--- config.mk ---
export PLATFORM = sky130hd
export DESIGN_NAME = sync_fifo_ext
export DESIGN_NICKNAME = d
export VERILOG_FILES = /design/src/rtl/sync_fifo_ext.sv
export SDC_FILE = /design/constraint.sdc
export NUM_CORES = 2
export LEC_CHECK = 0
export CAP_MARGIN = 5
export CORE_MARGIN = 2
export CORE_UTILIZATION = 57
export DETAILED_ROUTE_END_ITERATION = 10
export PLACE_DENSITY_LB_ADDON = 0.25
export SYNTH_ARGS = -nofsm -noshare
export SYNTH_HDL_FRONTEND = slang
export SYNTH_SLANG_ARGS = --single-unit
--- constraint.sdc ---
create_clock -name clk -period 3.9 [get_ports clk]
set_input_delay 0.78 -clock clk [delete_from_list [all_inputs] [get_ports clk]]
set_output_delay 0.78 -clock clk [all_outputs]
set_load 0.01 [all_outputs]
--- src/rtl/sync_fifo_ext.sv ---
// -----------------------------------------------------------------------------
// sync_fifo_ext
//
// Single-clock parametrised FIFO with a register-array store. It offers either
// a standard registered read or a first-word-fall-through (FWFT) read, an
// occupancy count, programmable almost-full/almost-empty flags and sticky
// overflow/underflow error flags.
//
// Parameters
//   DATA_WIDTH    word width in bits
//   DATA_DEPTH    capacity in words (power of two, >= 4)
//   FWFT          0 = standard registered read, 1 = first-word-fall-through
//   AFULL_THRESH  almost_full_o  when count_o >= AFULL_THRESH  (1..DATA_DEPTH)
//   AEMPTY_THRESH almost_empty_o when count_o <= AEMPTY_THRESH (0..DATA_DEPTH-1)
//
// Ports
//   clk            rising-edge clock for all logic
//   reset_n        asynchronous active-low reset
//   wr_en_i        write request
//   wr_data_i      write data
//   rd_en_i        read request (standard) / pop acknowledge (FWFT)
//   rd_data_o      read data
//   rd_valid_o     standard: one-cycle pulse after an accepted read
//                  FWFT: high while the output register holds the head word
//   full_o         count_o == DATA_DEPTH
//   empty_o        no word available to the reader
//   almost_full_o  count_o >= AFULL_THRESH
//   almost_empty_o count_o <= AEMPTY_THRESH
//   count_o        words held, including the FWFT output register
//   overflow_o     sticky: a write was dropped
//   underflow_o    sticky: a read was rejected
//   clr_err_i      synchronous clear of overflow_o / underflow_o
//
// All outputs are registers or decodes of registers; nothing combinational
// runs from an input to an output.
// -----------------------------------------------------------------------------
module sync_fifo_ext #(
  parameter int DATA_WIDTH    = 32,
  parameter int DATA_DEPTH    = 128,
  parameter int FWFT          = 0,
  parameter int AFULL_THRESH  = DATA_DEPTH - 4,
  parameter int AEMPTY_THRESH = 4
) (
  input  logic                        clk,
  input  logic                        reset_n,
  input  logic                        wr_en_i,
  input  logic [DATA_WIDTH-1:0]       wr_data_i,
  input  logic                        rd_en_i,
  output logic [DATA_WIDTH-1:0]       rd_data_o,
  output logic                        rd_valid_o,
  output logic                        full_o,
  output logic                        empty_o,
  output logic                        almost_full_o,
  output logic                        almost_empty_o,
  output logic [$clog2(DATA_DEPTH):0] count_o,
  output logic                        overflow_o,
  output logic                        underflow_o,
  input  logic                        clr_err_i
);

  localparam int AW = $clog2(DATA_DEPTH);
  localparam int PW = AW + 1;
  localparam int CW = AW + 1;

  localparam logic [CW-1:0] DEPTH_C  = CW'(DATA_DEPTH);
  localparam logic [CW-1:0] AFULL_C  = CW'(AFULL_THRESH);
  localparam logic [CW-1:0] AEMPTY_C = CW'(AEMPTY_THRESH);
  localparam bit            FWFT_MODE = (FWFT != 0);

  // Storage and state
  logic [DATA_WIDTH-1:0] mem_q [DATA_DEPTH];

  logic [PW-1:0]         wr_ptr_q,   wr_ptr_d;
  logic [PW-1:0]         rd_ptr_q,   rd_ptr_d;
  logic [CW-1:0]         count_q,    count_d;
  logic [DATA_WIDTH-1:0] rd_data_q,  rd_data_d;
  logic                  rd_valid_q, rd_valid_d;
  logic                  ovf_q,      ovf_d;
  logic                  unf_q,      unf_d;

  // Decoded control
  logic                  full_w;
  logic                  empty_w;
  logic [PW-1:0]         stor_cnt;
  logic                  rd_acc;
  logic                  wr_acc;
  logic                  load;
  logic                  ovf_evt;
  logic                  unf_evt;
  logic [DATA_WIDTH-1:0] head_word;

  assign full_w  = (count_q == DEPTH_C);

  // In FWFT mode the reader only sees the output register, so emptiness
  // follows its valid bit and lags count_q by a cycle on the first write.
  assign empty_w = FWFT_MODE ? !rd_valid_q : (count_q == '0);

  // Words sitting in the array; in FWFT mode this excludes the output register.
  assign stor_cnt = wr_ptr_q - rd_ptr_q;

  assign rd_acc = FWFT_MODE ? (rd_en_i && rd_valid_q) : (rd_en_i && !empty_w);

  // A write at full is allowed when a read frees a slot in the same cycle.
  assign wr_acc = wr_en_i && (!full_w || rd_acc);

  // Array read: standard mode on every accepted read; FWFT mode whenever the
  // output register is free (or being freed) and the array has a word.
  assign load = FWFT_MODE ? ((!rd_valid_q || rd_acc) && (stor_cnt != '0))
                          : rd_acc;

  assign ovf_evt = wr_en_i && full_w && !rd_acc;
  assign unf_evt = rd_en_i && !rd_acc;

  assign head_word = mem_q[rd_ptr_q[AW-1:0]];

  always_comb begin
    wr_ptr_d  = wr_ptr_q + PW'(wr_acc);
    rd_ptr_d  = rd_ptr_q + PW'(load);
    count_d   = count_q + CW'(wr_acc) - CW'(rd_acc);
    rd_data_d = load ? head_word : rd_data_q;

    if (FWFT_MODE) begin
      rd_valid_d = load || (rd_valid_q && !rd_acc);
    end else begin
      rd_valid_d = rd_acc;
    end

    // Setting an error wins over a coincident clear.
    ovf_d = ovf_evt || (ovf_q && !clr_err_i);
    unf_d = unf_evt || (unf_q && !clr_err_i);
  end

  always_ff @(posedge clk or negedge reset_n) begin
    if (!reset_n) begin
      wr_ptr_q   <= '0;
      rd_ptr_q   <= '0;
      count_q    <= '0;
      rd_data_q  <= '0;
      rd_valid_q <= 1'b0;
      ovf_q      <= 1'b0;
      unf_q      <= 1'b0;
    end else begin
      wr_ptr_q   <= wr_ptr_d;
      rd_ptr_q   <= rd_ptr_d;
      count_q    <= count_d;
      rd_data_q  <= rd_data_d;
      rd_valid_q <= rd_valid_d;
      ovf_q      <= ovf_d;
      unf_q      <= unf_d;
    end
  end

  // Array contents are not reset; the pointers alone define what is valid.
  always_ff @(posedge clk) begin
    if (wr_acc) begin
      mem_q[wr_ptr_q[AW-1:0]] <= wr_data_i;
    end
  end

  assign rd_data_o      = rd_data_q;
  assign rd_valid_o     = rd_valid_q;
  assign full_o         = full_w;
  assign empty_o        = empty_w;
  assign almost_full_o  = (count_q >= AFULL_C);
  assign almost_empty_o = (count_q <= AEMPTY_C);
  assign count_o        = count_q;
  assign overflow_o     = ovf_q;
  assign underflow_o    = unf_q;

endmodule

Yosys cells after proc, flatten, opt, wreduce, memory -nomap -nowiden
Memory sizes are Yosys's and may differ from the RTL's. A register that Yosys moved wholly into a read port is not among the register bits.
Index checks and enable logic that the tools add are counted.
{ "totals": {"reg_bits": 27, "mem_bits_rw": 4096, "output_inout_bits": 47, "elab_cells": 32, "mem_count": 1} }
{ "mem_list": {"columns": ["memory", "depth", "word_bits", "read_ports", "rd_ports_with_merged_regs", "wr", "line", "rtl"], "rows": [
  ["mem_q", 128, 32, 1, 1, 1, "71", "logic [DATA_WIDTH-1:0] mem_q [DATA_DEPTH];"]
]} }
{ "classes": {"n_addsub": 4, "magnitude_cmp": 2, "n_eq_ne": 1, "muxes": 2, "reduce_logical": 16} }
{ "op_table": {"columns": ["operator", "count"], "rows": [
  ["8-bit by 1-bit adder with 8-bit output", 3],
  ["8-bit equality test, second input constant", 1],
  ["8-bit by 7-bit >= comparator with 1-bit output, second input constant", 1],
  ["8-bit by 3-bit <= comparator with 1-bit output, second input constant", 1],
  ["8-bit logical NOT", 1],
  ["8-bit by 1-bit subtractor with 8-bit output", 1],
  ["1-bit logical AND", 7],
  ["1-bit logical NOT", 5],
  ["1-bit logical OR", 3],
  ["1-bit two-way mux", 2]
]} }

Depth between registers and ports, before layout
{ "depth": {"depth_word": 7, "depth_mapped": 15} }

Worst setup path before layout
Ideal clock, no wire load.
{ "synth_path": {"path_kind": "register to register", "start": "register count_q[4] (netlist: count_o[4])", "end": "memory mem_q[110][0] (enable)", "setup_time_ns": 0.421, "arrival_time_ns": 3.516, "required_time_ns": 3.479, "setup_slack_ns": -0.038, "stages_incl_launch_ff": 11, "n_path_buf": 1, "cell_sequence": "dfrtp_1 > inv_1 > ha_1 > nor3b_1 > a31o_2 > inv_2 > o21a_1 > nor2b_1 > nand3_1 > clkbuf_1 > nor2_1"} }
{ "synth_via": {"elab_chain_cells": 7} }
{ "synth_rtl": {"columns": ["element", "line", "rtl"], "rows": [
  ["start: declaration", "75", "logic [CW-1:0] count_q, count_d;"],
  ["start signal: assignment", "145", "count_q <= count_d;"],
  ["8-bit logical NOT", "96", "assign empty_w = FWFT_MODE ? !rd_valid_q : (count_q == '0);"],
  ["1-bit logical NOT", "101", "assign rd_acc = FWFT_MODE ? (rd_en_i && rd_valid_q) : (rd_en_i && !empty_w);"],
  ["1-bit logical AND", "101", null],
  ["1-bit logical OR (*)", "104", "assign wr_acc = wr_en_i && (!full_w || rd_acc);"],
  ["1-bit logical AND (*)", "104", null],
  ["1-bit two-way mux (*)", "155", "if (wr_acc) begin"],
  ["1-bit two-way mux (not written as such) (*)", "156", "mem_q[wr_ptr_q[AW-1:0]] <= wr_data_i;"],
  ["end: declaration", "71", null]
]} }
Mark *: on every way between the ends. The rest lies on a longest branch, timed or not.

==> impl_metrics.csv <==
group,metric,value,unit
timing,setup_viol,0,
timing,clock.fmax,265,MHz
logic_synthesis,synth_largest_area_cell,"edfxtp_1",
timing,period_share,0.969,
clocking,clk_pin_slew_worst_paths,0.06,ns
timing,rsz0062_at_grt,"false",
clocking,htree_levels,5,
clocking,insertion_delay,0.97,ns
logic_synthesis,ys_seq_area_frac,0.786,
logic_synthesis,synth-edff-count,4096,
clocking,numCtsBuffers,405,
timing,drv_slew,0,
die,fp.dieArea,282000,um2
drt,drt-pass1-iter-count,6,
logic_synthesis,synth_area_leaders,"edfxtp_1, mux4_2, mux2i_1",
drt,vias,80315,
power,power_density,707,nW/um2
worst_setup_path,critPathKind,"reg -> reg",
run_status,status,"complete, no violations",
logic_synthesis,ys_async_sr_fraction,0.0137,
worst_hold_path,hold_path_class,"in -> reg",
logic_synthesis,ys_warn_count,0,
timing,clock_skew,0.0616,ns
final_layout,fillers,17120,
placed_design,io_buffers,83,
global_route,grt_pass1_wl,603000,um
worst_setup_path,critPathArrivalTime,4.60,ns
timing,finalSetupTns,0,ns
power,total_power,130,mW
global_route,grt_max_degree,113,
global_route,grt_overflow_total,0,
placed_design,place_area,170000,um2
die,fp-row-count,193,
timing,fin_ws,0.120,ns
global_route,track_usage,0.307,
logic_synthesis,synth_top_cells_by_count,"edfxtp_1, mux4_2, mux2i_1, a22oi_1, clkbuf_1",
timing,worst_slew_pin_slew,1.27,ns
clocking,clockRootBuffer,"clkbuf_16",
drt,drcViolationCount,0,
logic_synthesis,yosysMostFrequentCell,"edfxtp_1",
die,pin_count,84,
clocking,cts_max_path_buffers,4,
logic_synthesis,synthesis.area,158000,um2
worst_setup_path,endpoint_kind,"flop",
die,die_w,531,um
final_layout,layout.nets,7891,
final_layout,syn_to_final_growth,15.9,%
die,start_util,0.573,
timing,hold_viol,0,
die,die_y,531,um
logic_synthesis,syn-num-nets,7218,
drt,drt_iter0_drc,12518,
logic_synthesis,ys_ff_latch,4153,
logic_synthesis,syn_avg_cell_area,22.1,um2
logic_synthesis,ys_types,60,
placed_design,place_hpwl,260000,um
timing,max_slew_margin,0.152,
timing,fin_crit,3.78,ns
drt,via_per_inst,6.76,
drt,antenna_left,0,
final_layout,final_util,0.664,
global_route,grt_pass1_vias,78556,
final_layout,final_cell_area,184000,um2
clocking,cts_tree,"done",
power,peakVddDrop,0.703,mV
worst_setup_path,worstSetupStartpointType,"flop",
die,coreArea,276000,um2
drt,drt_wl_total,431000,um
drt,wl_per_cell,36.2,um
worst_setup_path,crit_fanout,24,
logic_synthesis,synth_top_area_share,0.777,
logic_synthesis,ys.flop_type,"edfxtp_1",
placed_design,gp_congestion,0.911,
final_layout,drive_gt1_frac,0.272,
global_route,grt_antenna_before_repair,25,
placed_design,post-place-ws,0.0688,ns
logic_synthesis,syn_inst,7161,
power,p_leak,58.6,nW
worst_setup_path,cp.required,4.72,ns
clocking,numClockSinks,4153,
flow_run,drv_cap,0,
metal layers:
metal,vias to the layer above,part of all wire,global-route usage
li1,31857,-,-
met1,42522,0.36,0.428
met2,5139,0.47,0.474
met3,791,0.12,0.0672
met4,6,0.052,0.136
met5,-,0.000093,0
critical path: stages, from the launching register on:
cell and delay (ns):
dfrtp_4 0.52, buf_12 0.29, buf_12 0.26, buf_12 0.25
buf_4 0.20, mux4_2 0.52, mux2i_1 0.16, o22ai_1 0.10
a211oi_1 0.48, buf_4 0.27, o31a_1 0.47, nor3_1 0.11
cell usage in the layout (no fill, tap or decap), types with 56 or more instances in the layout:
cell type     n
a211oi_1     56
a21oi_1     130
a22oi_1     245
buf_12      250
buf_4       376
clkbuf_1     84
clkbuf_16   408
clkinv_1     76
clkinv_2     87
edfxtp_1   4096
mux2i_1     460
mux4_2      849
nand2_1     155
nand3_1      63
nor2_4      130
o221ai_1     87
o22ai_1      78
power by group:
part	internal (mW)	total (mW)	switching (mW)
clock	22.2	39.0	16.8
sequential	50.2	51.4	1.15
combinational	15.8	39.3	23.5
total	88.3	130	41.5
path summary, 6_finish.rpt:
| path | cells after the start | endpoint | slack, ns | startpoint |
|---|---|---|---|---|
| worst max-delay path | 11 | rd_data_o[14] | 0.12 | rd_ptr_q[0] |
| worst min-delay path | 1 | mem_q[12][30] | 0.16 | wr_data_i[30] |
| worst max register to register | 11 | rd_data_o[14] | 0.12 | rd_ptr_q[0] |
| worst min register to register | 1 | overflow_o | 0.51 | overflow_o |
| max in group asynchronous | 2 | rd_ptr_q[0] | 2.41 | reset_n |
| min in group asynchronous | 2 | count_o[7] | 0.53 | reset_n |
layout make-up:
cell class / count / area [um2] / share of cell area
tap: 3705 / 4640 / 0.0253
clock buffer: 504 / 10700 / 0.0583
multi-input combinational: 2579 / 32800 / 0.179
inverter: 17 / 70.1 / 0.000382
antenna: 4 / 10.0 / 0.0000545
sequential: 4153 / 124000 / 0.678
timing repair buffer: 678 / 8350 / 0.0455
clock inverter: 242 / 2530 / 0.0138
registers in the layout, summed over array words and instances, names as in the netlist:
signal       count
count_o          8
mem_q         4096
overflow_o       1
rd_data_o       32
rd_ptr_q         7
rd_valid_o       1
underflow_o      1
wr_ptr_q         7
cell families (layout without fill, tap and decap cells):
family                   after synthesis  in the layout  synth area share
AO/OA/AOI/OAI                        776            776            0.0354
XOR/XNOR                              16             16          0.000885
adder cells (fa/ha/maj)               20             20           0.00163
buffers and inverters                429           1441            0.0134
flip-flops                          4153           4153             0.786
multiplexers                        1315           1315             0.150
other                                  0              4                 0
AND/OR/NAND/NOR                      452            452            0.0122
stage by stage:
step           hold slack, ns  std cells
3_3_place_gp            0.482      11130
6_report                0.165      11882
5_1_grt                 0.126      11879
3_5_place_dp            0.496      11130
2_1_floorplan           0.477       7161
4_1_cts                 0.107      11877
what timing repair did:
item,in CTS,in global routing
setup endpoints to repair,0,1
resized for setup,0,1
setup buffers,0,0
hold buffers,1,0
hold endpoints to repair,13,0
Note: power is estimated with default switching activity, not from simulation.
